`src/rtl/rr_timeout_arbiter_pkg.sv`:
```
// Shared arbitration types: master count, request/grant vectors and FSM state.
package arbitration;

    localparam int unsigned N_MASTERS = 4;

    typedef logic [N_MASTERS-1:0]         arb_vector;
    typedef logic [$clog2(N_MASTERS)-1:0] master_idx_t;

    localparam arb_vector NO_GRANT   = '0;
    localparam arb_vector NO_REQUEST = '0;

    typedef enum logic [0:0] {
        IDLE,
        GRANT
    } arb_state_t;

    // (idx + 1) mod N_MASTERS, safe for non-power-of-two master counts.
    function automatic master_idx_t next_idx(input master_idx_t idx);
        if (int'(idx) == N_MASTERS - 1) begin
            return '0;
        end
        return master_idx_t'(int'(idx) + 1);
    endfunction

endpackage

```
`src/rtl/rr_timeout_arbiter_picker.sv`:
```
// Combinational round-robin picker: first request at or after rr_ptr wins.
module rr_priority_picker
    import arbitration::*;
(
    input  logic [N_MASTERS-1:0] bus_req,
    input  master_idx_t          rr_ptr,
    output logic [N_MASTERS-1:0] winner,
    output master_idx_t          winner_idx,
    output logic                 winner_valid
);

    logic [2*N_MASTERS-1:0] doubled;
    logic [2*N_MASTERS-1:0] rotated;
    int unsigned            first;
    int unsigned            sum;

    always_comb begin
        doubled      = {bus_req, bus_req};
        // Bit i of the rotated window is request (rr_ptr + i) mod N_MASTERS.
        rotated      = doubled >> rr_ptr;
        first        = 0;
        winner_valid = 1'b0;
        for (int i = N_MASTERS - 1; i >= 0; i--) begin
            if (rotated[i]) begin
                first        = i;
                winner_valid = 1'b1;
            end
        end
        sum = int'(rr_ptr) + first;
        if (sum >= N_MASTERS) begin
            sum = sum - N_MASTERS;
        end
        winner_idx = master_idx_t'(sum);
        winner     = '0;
        if (winner_valid) begin
            winner[winner_idx] = 1'b1;
        end
    end

endmodule

```
`src/rtl/rr_timeout_arbiter.sv`:
```
// Round-robin bus arbiter with ack watchdog and locked-transfer extension.
module rr_timeout_arbiter
    import arbitration::*;
#(
    parameter int unsigned TIMEOUT_CYCLES = 16
) (
    input  logic        clk,
    input  logic        reset,
    input  arb_vector   bus_req,
    input  logic        bus_ack,
    input  logic        bus_lock,
    output arb_vector   bus_grant,
    output logic        timeout_err,
    output master_idx_t err_master
);

    localparam int unsigned CNT_W = $clog2(TIMEOUT_CYCLES);
    localparam logic [CNT_W-1:0] CNT_LAST = CNT_W'(TIMEOUT_CYCLES - 1);

    arb_state_t       state_q, state_d;
    arb_vector        grant_q, grant_d;
    master_idx_t      grant_idx_q, grant_idx_d;
    master_idx_t      rr_ptr_q, rr_ptr_d;
    logic [CNT_W-1:0] cnt_q, cnt_d;
    logic             timeout_q, timeout_d;
    master_idx_t      err_master_q, err_master_d;

    arb_vector   winner;
    master_idx_t winner_idx;
    logic        winner_valid;

    rr_priority_picker u_picker (
        .bus_req      (bus_req),
        .rr_ptr       (rr_ptr_q),
        .winner       (winner),
        .winner_idx   (winner_idx),
        .winner_valid (winner_valid)
    );

    always_comb begin
        state_d      = state_q;
        grant_d      = grant_q;
        grant_idx_d  = grant_idx_q;
        rr_ptr_d     = rr_ptr_q;
        cnt_d        = cnt_q;
        timeout_d    = 1'b0;
        err_master_d = err_master_q;

        unique case (state_q)
            IDLE: begin
                if (winner_valid) begin
                    state_d     = GRANT;
                    grant_d     = winner;
                    grant_idx_d = winner_idx;
                    rr_ptr_d    = next_idx(winner_idx);
                    cnt_d       = '0;
                end
            end
            GRANT: begin
                if (bus_ack) begin
                    cnt_d = '0;
                    if (bus_lock && bus_req[grant_idx_q]) begin
                        // Locked transfer: same master keeps the bus, pointer untouched.
                    end else if (winner_valid) begin
                        grant_d     = winner;
                        grant_idx_d = winner_idx;
                        rr_ptr_d    = next_idx(winner_idx);
                    end else begin
                        state_d = IDLE;
                        grant_d = NO_GRANT;
                    end
                end else if (cnt_q == CNT_LAST) begin
                    state_d      = IDLE;
                    grant_d      = NO_GRANT;
                    cnt_d        = '0;
                    timeout_d    = 1'b1;
                    err_master_d = grant_idx_q;
                end else begin
                    cnt_d = cnt_q + 1'b1;
                end
            end
            default: begin
                state_d = IDLE;
                grant_d = NO_GRANT;
            end
        endcase
    end

    always_ff @(posedge clk) begin
        if (reset) begin
            state_q      <= IDLE;
            grant_q      <= NO_GRANT;
            grant_idx_q  <= '0;
            rr_ptr_q     <= '0;
            cnt_q        <= '0;
            timeout_q    <= 1'b0;
            err_master_q <= '0;
        end else begin
            state_q      <= state_d;
            grant_q      <= grant_d;
            grant_idx_q  <= grant_idx_d;
            rr_ptr_q     <= rr_ptr_d;
            cnt_q        <= cnt_d;
            timeout_q    <= timeout_d;
            err_master_q <= err_master_d;
        end
    end

    assign bus_grant   = grant_q;
    assign timeout_err = timeout_q;
    assign err_master  = err_master_q;

endmodule

```
`config.mk`:
```
export PLATFORM = sky130hd
export DESIGN_NAME = rr_timeout_arbiter
export DESIGN_NICKNAME = d
export VERILOG_FILES = /design/src/rtl/rr_timeout_arbiter_pkg.sv /design/src/rtl/rr_timeout_arbiter_picker.sv /design/src/rtl/rr_timeout_arbiter.sv
export SDC_FILE = /design/constraint.sdc
export NUM_CORES = 1
export LEC_CHECK = 0
export ABC_AREA = 1
export CORE_ASPECT_RATIO = 1.2
export CORE_MARGIN = 2
export CORE_UTILIZATION = 56
export DETAILED_ROUTE_END_ITERATION = 10
export PLACE_DENSITY_LB_ADDON = 0.25
export SYNTH_ARGS = -nofsm -noshare
export SYNTH_HDL_FRONTEND = slang
export SYNTH_SLANG_ARGS = --single-unit
```
`constraint.sdc`:
```
create_clock -name clk -period 3.1 [get_ports clk]
set_input_delay 0.31 -clock clk [delete_from_list [all_inputs] [get_ports clk]]
set_output_delay 0.31 -clock clk [all_outputs]
set_load 0.01 [all_outputs]
```
Word-level counts from Yosys, hierarchy flattened
Index checks and enable logic that the tools add are counted.
{"block": "totals", "register_bits": 16, "wordCells": 80}
{"block": "classes", "n_addsub": 4, "magnitude_cmp": 4, "n_eq_ne": 8, "shift": 1, "muxes": 47, "bitwise": 2, "n_reduce_logical": 7}
{"operator": "two-way mux 4 bit", "count": 8}
{"operator": "two-way mux 2 bit", "count": 15}
{"operator": "two-way mux 1 bit", "count": 17}
{"operator": "one-hot mux 4 bit (2 select lines)", "count": 2}
{"operator": "one-hot mux 2 bit (2 select lines)", "count": 2}
{"operator": "right shift 8 x 2 -> 4 bit", "count": 1}
{"operator": "less-than comparator 2 x 3 -> 1 bit (second input constant)", "count": 2}
{"operator": "AND reduction 3 bit", "count": 2}
{"operator": "adder 4 x 1 -> 4 bit (second input constant)", "count": 1}
{"operator": "equality test 4 bit (second input constant)", "count": 1}
{"operator": "inequality test 2 x 1 -> 1 bit (second input constant)", "count": 2}
{"operator": "inequality test 2 bit (second input constant)", "count": 2}
{"operator": "AND reduction 4 bit", "count": 1}
{"operator": "adder 2 x 2 -> 3 bit", "count": 1}
{"operator": ">= comparator 3 bit (second input constant)", "count": 1}
{"operator": "inequality test 3 x 2 -> 1 bit (second input constant)", "count": 1}
{"operator": "inequality test 3 bit (second input constant)", "count": 1}
{"operator": "OR reduction 3 bit", "count": 1}
{"operator": "adder 2 x 1 -> 2 bit (second input constant)", "count": 1}
{"operator": "binary-select mux 1 bit (select 2 bit)", "count": 1}
{"operator": "demux 1 bit (select 2 bit)", "count": 1}
{"operator": "equality test 2 bit (second input constant)", "count": 1}
{"operator": ">= comparator 2 x 1 -> 1 bit (second input constant)", "count": 1}
{"operator": "logical AND 1 bit", "count": 2}
{"operator": "4 further kinds", "count": 5}

Logic depth before layout (Yosys ltp)
{"block": "depth", "ltp_word": 19, "mapped_depth": 16, "depth_no_buf": 16}

Modules after synthesis
Synthesis repeated with hierarchy kept, for this count alone.
{"block": "hier_totals", "cells_unflattened": 154, "area_unflattened_um2": 1051.0}
{"mod": "rr_timeout_arbiter", "instances": 1, "cells_each": 110, "area_per_inst_um2": 777.0}
{"mod": "rr_priority_picker", "instances": 1, "cells_each": 44, "area_per_inst_um2": 274.0}

Worst setup path after synthesis
OpenSTA, ideal clock, no wires.
{"block": "synth_timing", "path_type": "flip-flop to flip-flop", "start": "register rr_ptr_q[0]", "end": "register grant_q[2] (netlist: bus_grant[2])", "t_arrival_ns": 1.837, "required_time_ns": 2.991, "setup_slack_ns": 1.154, "stages_incl_launch_ff": 17, "n_path_buf": 0, "period_less_slack_ns": 1.946, "path_cell_list": "dfxtp_1 > inv_2 > nand2_2 > nand3_1 > nand2_2 > nand3_1 > a21boi_0 > ha_1 > xor2_1 > inv_1 > nand3_1 > nand2_2 > ha_1 > nand2_1 > nand2_1 > nand2_1 > nor2_2"}
{"block": "synth_between", "elab_chain_len": 16}
{"item": "start, declared", "line_no": "rr_timeout_arbiter.sv:23", "text": "master_idx_t rr_ptr_q, rr_ptr_d;"}
{"item": "start signal, assigned", "line_no": "rr_timeout_arbiter.sv:102", "text": "rr_ptr_q <= rr_ptr_d;"}
{"item": "right shift 8 x 2 -> 4 bit", "line_no": "rr_timeout_arbiter_picker.sv:20", "text": "rotated = doubled >> rr_ptr;"}
{"item": "two-way mux 2 bit (4 in a row)", "line_no": "rr_timeout_arbiter_picker.sv:24", "text": "if (rotated[i]) begin"}
{"item": "adder 2 x 2 -> 3 bit (*)", "line_no": "rr_timeout_arbiter_picker.sv:29", "text": "sum = int'(rr_ptr) + first;"}
{"item": ">= comparator 3 bit or subtractor 2 x 1 -> 2 bit (tied branches)", "line_no": "rr_timeout_arbiter_picker.sv:30, rr_timeout_arbiter_picker.sv:31"}
{"item": "two-way mux 2 bit (*)", "line_no": "rr_timeout_arbiter_picker.sv:30", "text": "if (sum >= N_MASTERS) begin"}
{"item": "via u_picker.sum[1]", "line_no": "rr_timeout_arbiter_picker.sv:15", "text": "int unsigned sum;"}
{"item": "less-than comparator 2 x 3 -> 1 bit (not written as such) or >= comparator 2 x 1 -> 1 bit (tied branches)", "line_no": "rr_timeout_arbiter_picker.sv:36", "text": "winner[winner_idx] = 1'b1;"}
{"item": "logical AND 1 bit (not written as such)", "line_no": "rr_timeout_arbiter_picker.sv:36"}
{"item": "two-way mux 1 bit (not written as such)", "line_no": "rr_timeout_arbiter_picker.sv:36"}
{"item": "demux 1 bit (select 2 bit) (*)"}
{"item": "two-way mux 4 bit", "line_no": "rr_timeout_arbiter.sv:64", "text": "end else if (winner_valid) begin"}
{"item": "two-way mux 4 bit", "line_no": "rr_timeout_arbiter.sv:62", "text": "if (bus_lock && bus_req[grant_idx_q]) begin"}
{"item": "two-way mux 4 bit", "line_no": "rr_timeout_arbiter.sv:60", "text": "if (bus_ack) begin"}
{"item": "one-hot mux 4 bit (2 select lines) (*)", "line_no": "rr_timeout_arbiter.sv:49", "text": "unique case (state_q)"}
{"item": "end signal, assigned", "line_no": "rr_timeout_arbiter.sv:100", "text": "grant_q <= grant_d;"}
{"item": "end, declared", "line_no": "rr_timeout_arbiter.sv:21", "text": "arb_vector grant_q, grant_d;"}
The timed path passes the listed nets; every way through them passes the cells marked *. The select of a mux whose other input is x is not followed.
A chain may end at the register's enable or synchronous reset.

Worst setup path after layout
Same ends and word-level chain as after synthesis.

==> impl.org <==
** Outcome
- The flow ran to the end, and the final reports show no timing, DRC or antenna violations.

** Global route
- For this run the aggregate overflow at the end of global routing stands at 0.
- Grt met2 use :: between 30 and 40%
- Global routing used between 20% and 30% of the available tracks across all layers.
- The initial antenna violation count came to 0.
- For met3 alone, demand over resource in global routing was under 10%.
- The via count of the first global-routing pass was about 890.
- Most heavily used metal layer in global routing :: met2
- For met1 alone, demand over resource in global routing was 24.3%.
- Maximum number of pins on one net before global-route repair :: 10
- Global-route wire length before repair :: between 3 and 4 mm

** Place
- Final weighted congestion in routability-driven placement :: around 0.84
- Summing all placed instances gives a cell area of about 0.0012 mm².
- Buffers placed on the I/O ports in this run total 14.
- Post-Place Cells :: around 180
- Half-perimeter wire length of the detailed placement result :: 1.69 mm

** Setup path
- Type of origin of the critical path :: flop
- Data on the critical path is required at its endpoint by between 3 and 4 ns.
- The worst setup path is of the reg2reg kind.
- Crit path arrival time :: 2.39 ns
- Highest fanout seen on the critical path :: 6
- Element type at the critical path end :: flop

** STA
- The smallest clock period supported by the final layout is computed as between 2 and 2.5 ns.
- Total Negative Setup Slacks :: 0 ns
- Max-Slew Margin vs Limit :: just under 80%
- Max Clock Skew :: between 0.0015 and 0.002 ns
- After layout, the worst path uses slightly above 70% of the clock period.
- For the pin with the worst max-slew slack, the measured transition is 0.307 ns.
- Final setup fails :: 0
- Setup repair after global routing missed its margin :: no
- Upper clock frequency limit :: 454 MHz
- Max-slew violations :: 0
- Count of endpoints failing hold in the final timing report :: 0

** Cells and area
- The finished cells cover between 0.001 and 0.0015 mm².
- Share of cells above drive strength 1 :: 17.0%
- The count of cells in the finished layout, fillers not included, comes to between 150 and 200.
- Area Overhead vs Synth :: 19.2%
- For this run, the share of the core covered by cells in the final layout is between 70% and 80%.
- Number of nets in the final layout :: between 150 and 200
- 0 antenna diodes ended up in the layout.

** Routing
- Number of antenna-violating nets in the routed design :: 0
- Average wire per cell in the routed design :: between 10 and 15 µm
- In the routed layout, each cell is associated on average with a via count of between 5 and 6.
- The final layout contains routed wiring with a total length of between 2 and 2.5 mm.
- The first routing iteration left 8 violations.
- Number of remaining DRC errors :: 0
- First-pass DRT Iterations :: 4
- Total vias in the final route :: between 900 and 1,000

** Die
- The die covers 0.00216 mm².
- Area of the core region :: 0.00166 mm²
- 15 I/O pins were placed.
- Starting density of the core :: about three fifths
- The die is approximately 43 µm wide.
- Count of standard-cell rows :: 16
- Die H :: between 50 and 60 µm

** Synthesis
- During synthesis, Yosys emitted a total of 0 warnings.
- Synth Area per Inst :: about 6.8 µm²
- Summing every instance area after synthesis gives 0.00101 mm².
- In this run, synthesis inferred 0 flip-flops with an integrated enable.
- Synthesis instantiated 23 different standard cells from the library.
- Of all flip-flops after synthesis, the portion carrying an async set or reset was 0%.
- Most used flip-flop cell after synthesis :: sky130_fd_sc_hd__dfxtp_1
- Total nets after synthesis :: 160
- Of the synthesized area, sequential elements account for between 30% and 40%.
- Post-Syn Instances :: approximately 150
- Register bit count reported by yosys :: 16

** CTS
- Clock tree synthesis inserted a total of 3 buffers.
- TritonCTS sink count :: 16
- Gates resized during post-CTS repair numbered 0.
- CTS built an H-tree with a depth of 1.
- Clock latency on the worst-skew pair, taken at its later pin, is roughly 0.29 ns.
- Cell at the root of the clock tree :: sky130_fd_sc_hd__clkbuf_4
- Post-CTS Repair Setup Buffers :: 0
- Clock tree from TritonCTS :: done
- Hold repair after CTS inserted 0 buffers.
- Clock transition at the registers of the reported paths :: 0.09 ns
- Counting along the longest clock path gives a buffer depth of 2.

** Power and ir drop
- Combinational fraction of design power :: 56.9%
- The clock network is responsible for a little over an eighth of the overall power.
- IR analysis of the VDD net gives a maximum drop of approximately 540 µV.
- Pwr/cell area :: about 850 mW/mm²
- Switching power :: ~0.47 mW
- Internal Pwr Total :: about 0.55 mW
- Overall power consumption after layout is estimated at around 1.0 mW.
- Summed over all cells, the static leakage comes to about 0.58 nW.
- Sequential cell fraction of total power :: between 20 and 30%
- Of the total power, the share spent switching nets is between 40 and 50%.

** Run
- Maximum capacitance violations :: 0

** Worst hold path
- Worst hold path type :: reg2reg
## through the flow
stage | setup slack (ns) | hold slack, ns
global route | 0.585 | 0.534
CTS | 0.895 | 0.494
detailed placement | 0.597 | 0.481
finish | 0.895 | 0.489
floorplan | 1.15 | 0.377
global placement | 0.702 | 0.468
## worst max-delay path, cell delays in order, from the launching register on
cell and delay, ns:
sky130_fd_sc_hd__dfxtp_1 0.45, sky130_fd_sc_hd__inv_2 0.11, sky130_fd_sc_hd__nand2_2 0.08, sky130_fd_sc_hd__nand3_2 0.06, sky130_fd_sc_hd__nand2_2 0.12, sky130_fd_sc_hd__nand3_1 0.09
sky130_fd_sc_hd__a21boi_0 0.18, sky130_fd_sc_hd__ha_1 0.19, sky130_fd_sc_hd__xor2_1 0.18, sky130_fd_sc_hd__inv_1 0.06, sky130_fd_sc_hd__nand3_1 0.11, sky130_fd_sc_hd__nand2_2 0.08
sky130_fd_sc_hd__ha_1 0.19, sky130_fd_sc_hd__nand2_1 0.06, sky130_fd_sc_hd__nand2_1 0.05, sky130_fd_sc_hd__nand2_1 0.06, sky130_fd_sc_hd__nor2_2 0.03
## flip-flops by register name, indices dropped and copies added (netlist names)
name	flops
state_q	1
cnt_q	4
bus_grant	4
err_master	2
rr_ptr_q	2
grant_idx_q	2
timeout_err	1
## path summary, 6_finish.rpt
check | endpoint | cells past startpoint | slack, ns | from
hold / removal | cnt_q[0] | 2 | 0.49 | cnt_q[0]
setup reg to reg | bus_grant[2] | 16 | 0.90 | rr_ptr_q[0]
setup / recovery | bus_grant[2] | 16 | 0.90 | rr_ptr_q[0]
hold reg to reg | cnt_q[0] | 2 | 0.49 | cnt_q[0]
## synth_stat cells, drive strengths merged (4+ instances only)
master / number / share of area (%)
a21oi: 13 / 6.5
ha: 4 / 5.0
inv: 21 / 7.8
nand2: 49 / 23
dfxtp: 16 / 32
nor2: 17 / 8.4
nand3: 16 / 11
o21ai: 5 / 2.5
## routing by layer
metal  share of wire (%)  wire length, µm
met5                   0                0
met3                 3.1               62
met4                 3.7               74
met1                  43              868
met2                  50             1000
## power groups by stage
stage	logic (mW)	registers, mW	clock network (mW)
after floorplan	0.447	0.298	0
after global placement	0.560	0.303	0
after detailed placement	0.582	0.306	0
after CTS	0.586	0.301	0.140
after global routing	0.665	0.310	0.149
final	0.580	0.301	0.138
## logic make-up after synthesis
family | after synthesis | share of synthesized area (%)
simple gates | 85 | 44.0
buf+inv | 23 | 8.68
compound gates | 19 | 9.68
flops | 16 | 31.8
fa+ha+maj | 4 | 4.96
xor+xnor | 1 | 0.869
## area by class of cell
type | instances | area (µm²)
well taps | 18 | 22.5
fillers | 130 | 459
clock buffers | 4 | 36.3
multi-input cells | 109 | 601
inverters | 22 | 82.6
flip-flops and latches | 16 | 320
repair buffers | 14 | 140
## placed cells by master, fill, tap and decap left out, drive strengths merged, types with 4 or more instances in the layout
master,Yosys,routed
clkdlybuf4s50,0,14
nor2,17,17
ha,4,4
o21ai,5,5
nand2,49,49
dfxtp,16,16
nand3,16,16
a21oi,13,13
inv,21,21
clkbuf,0,4
No activity file was read; power rests on OpenSTA's default activity.
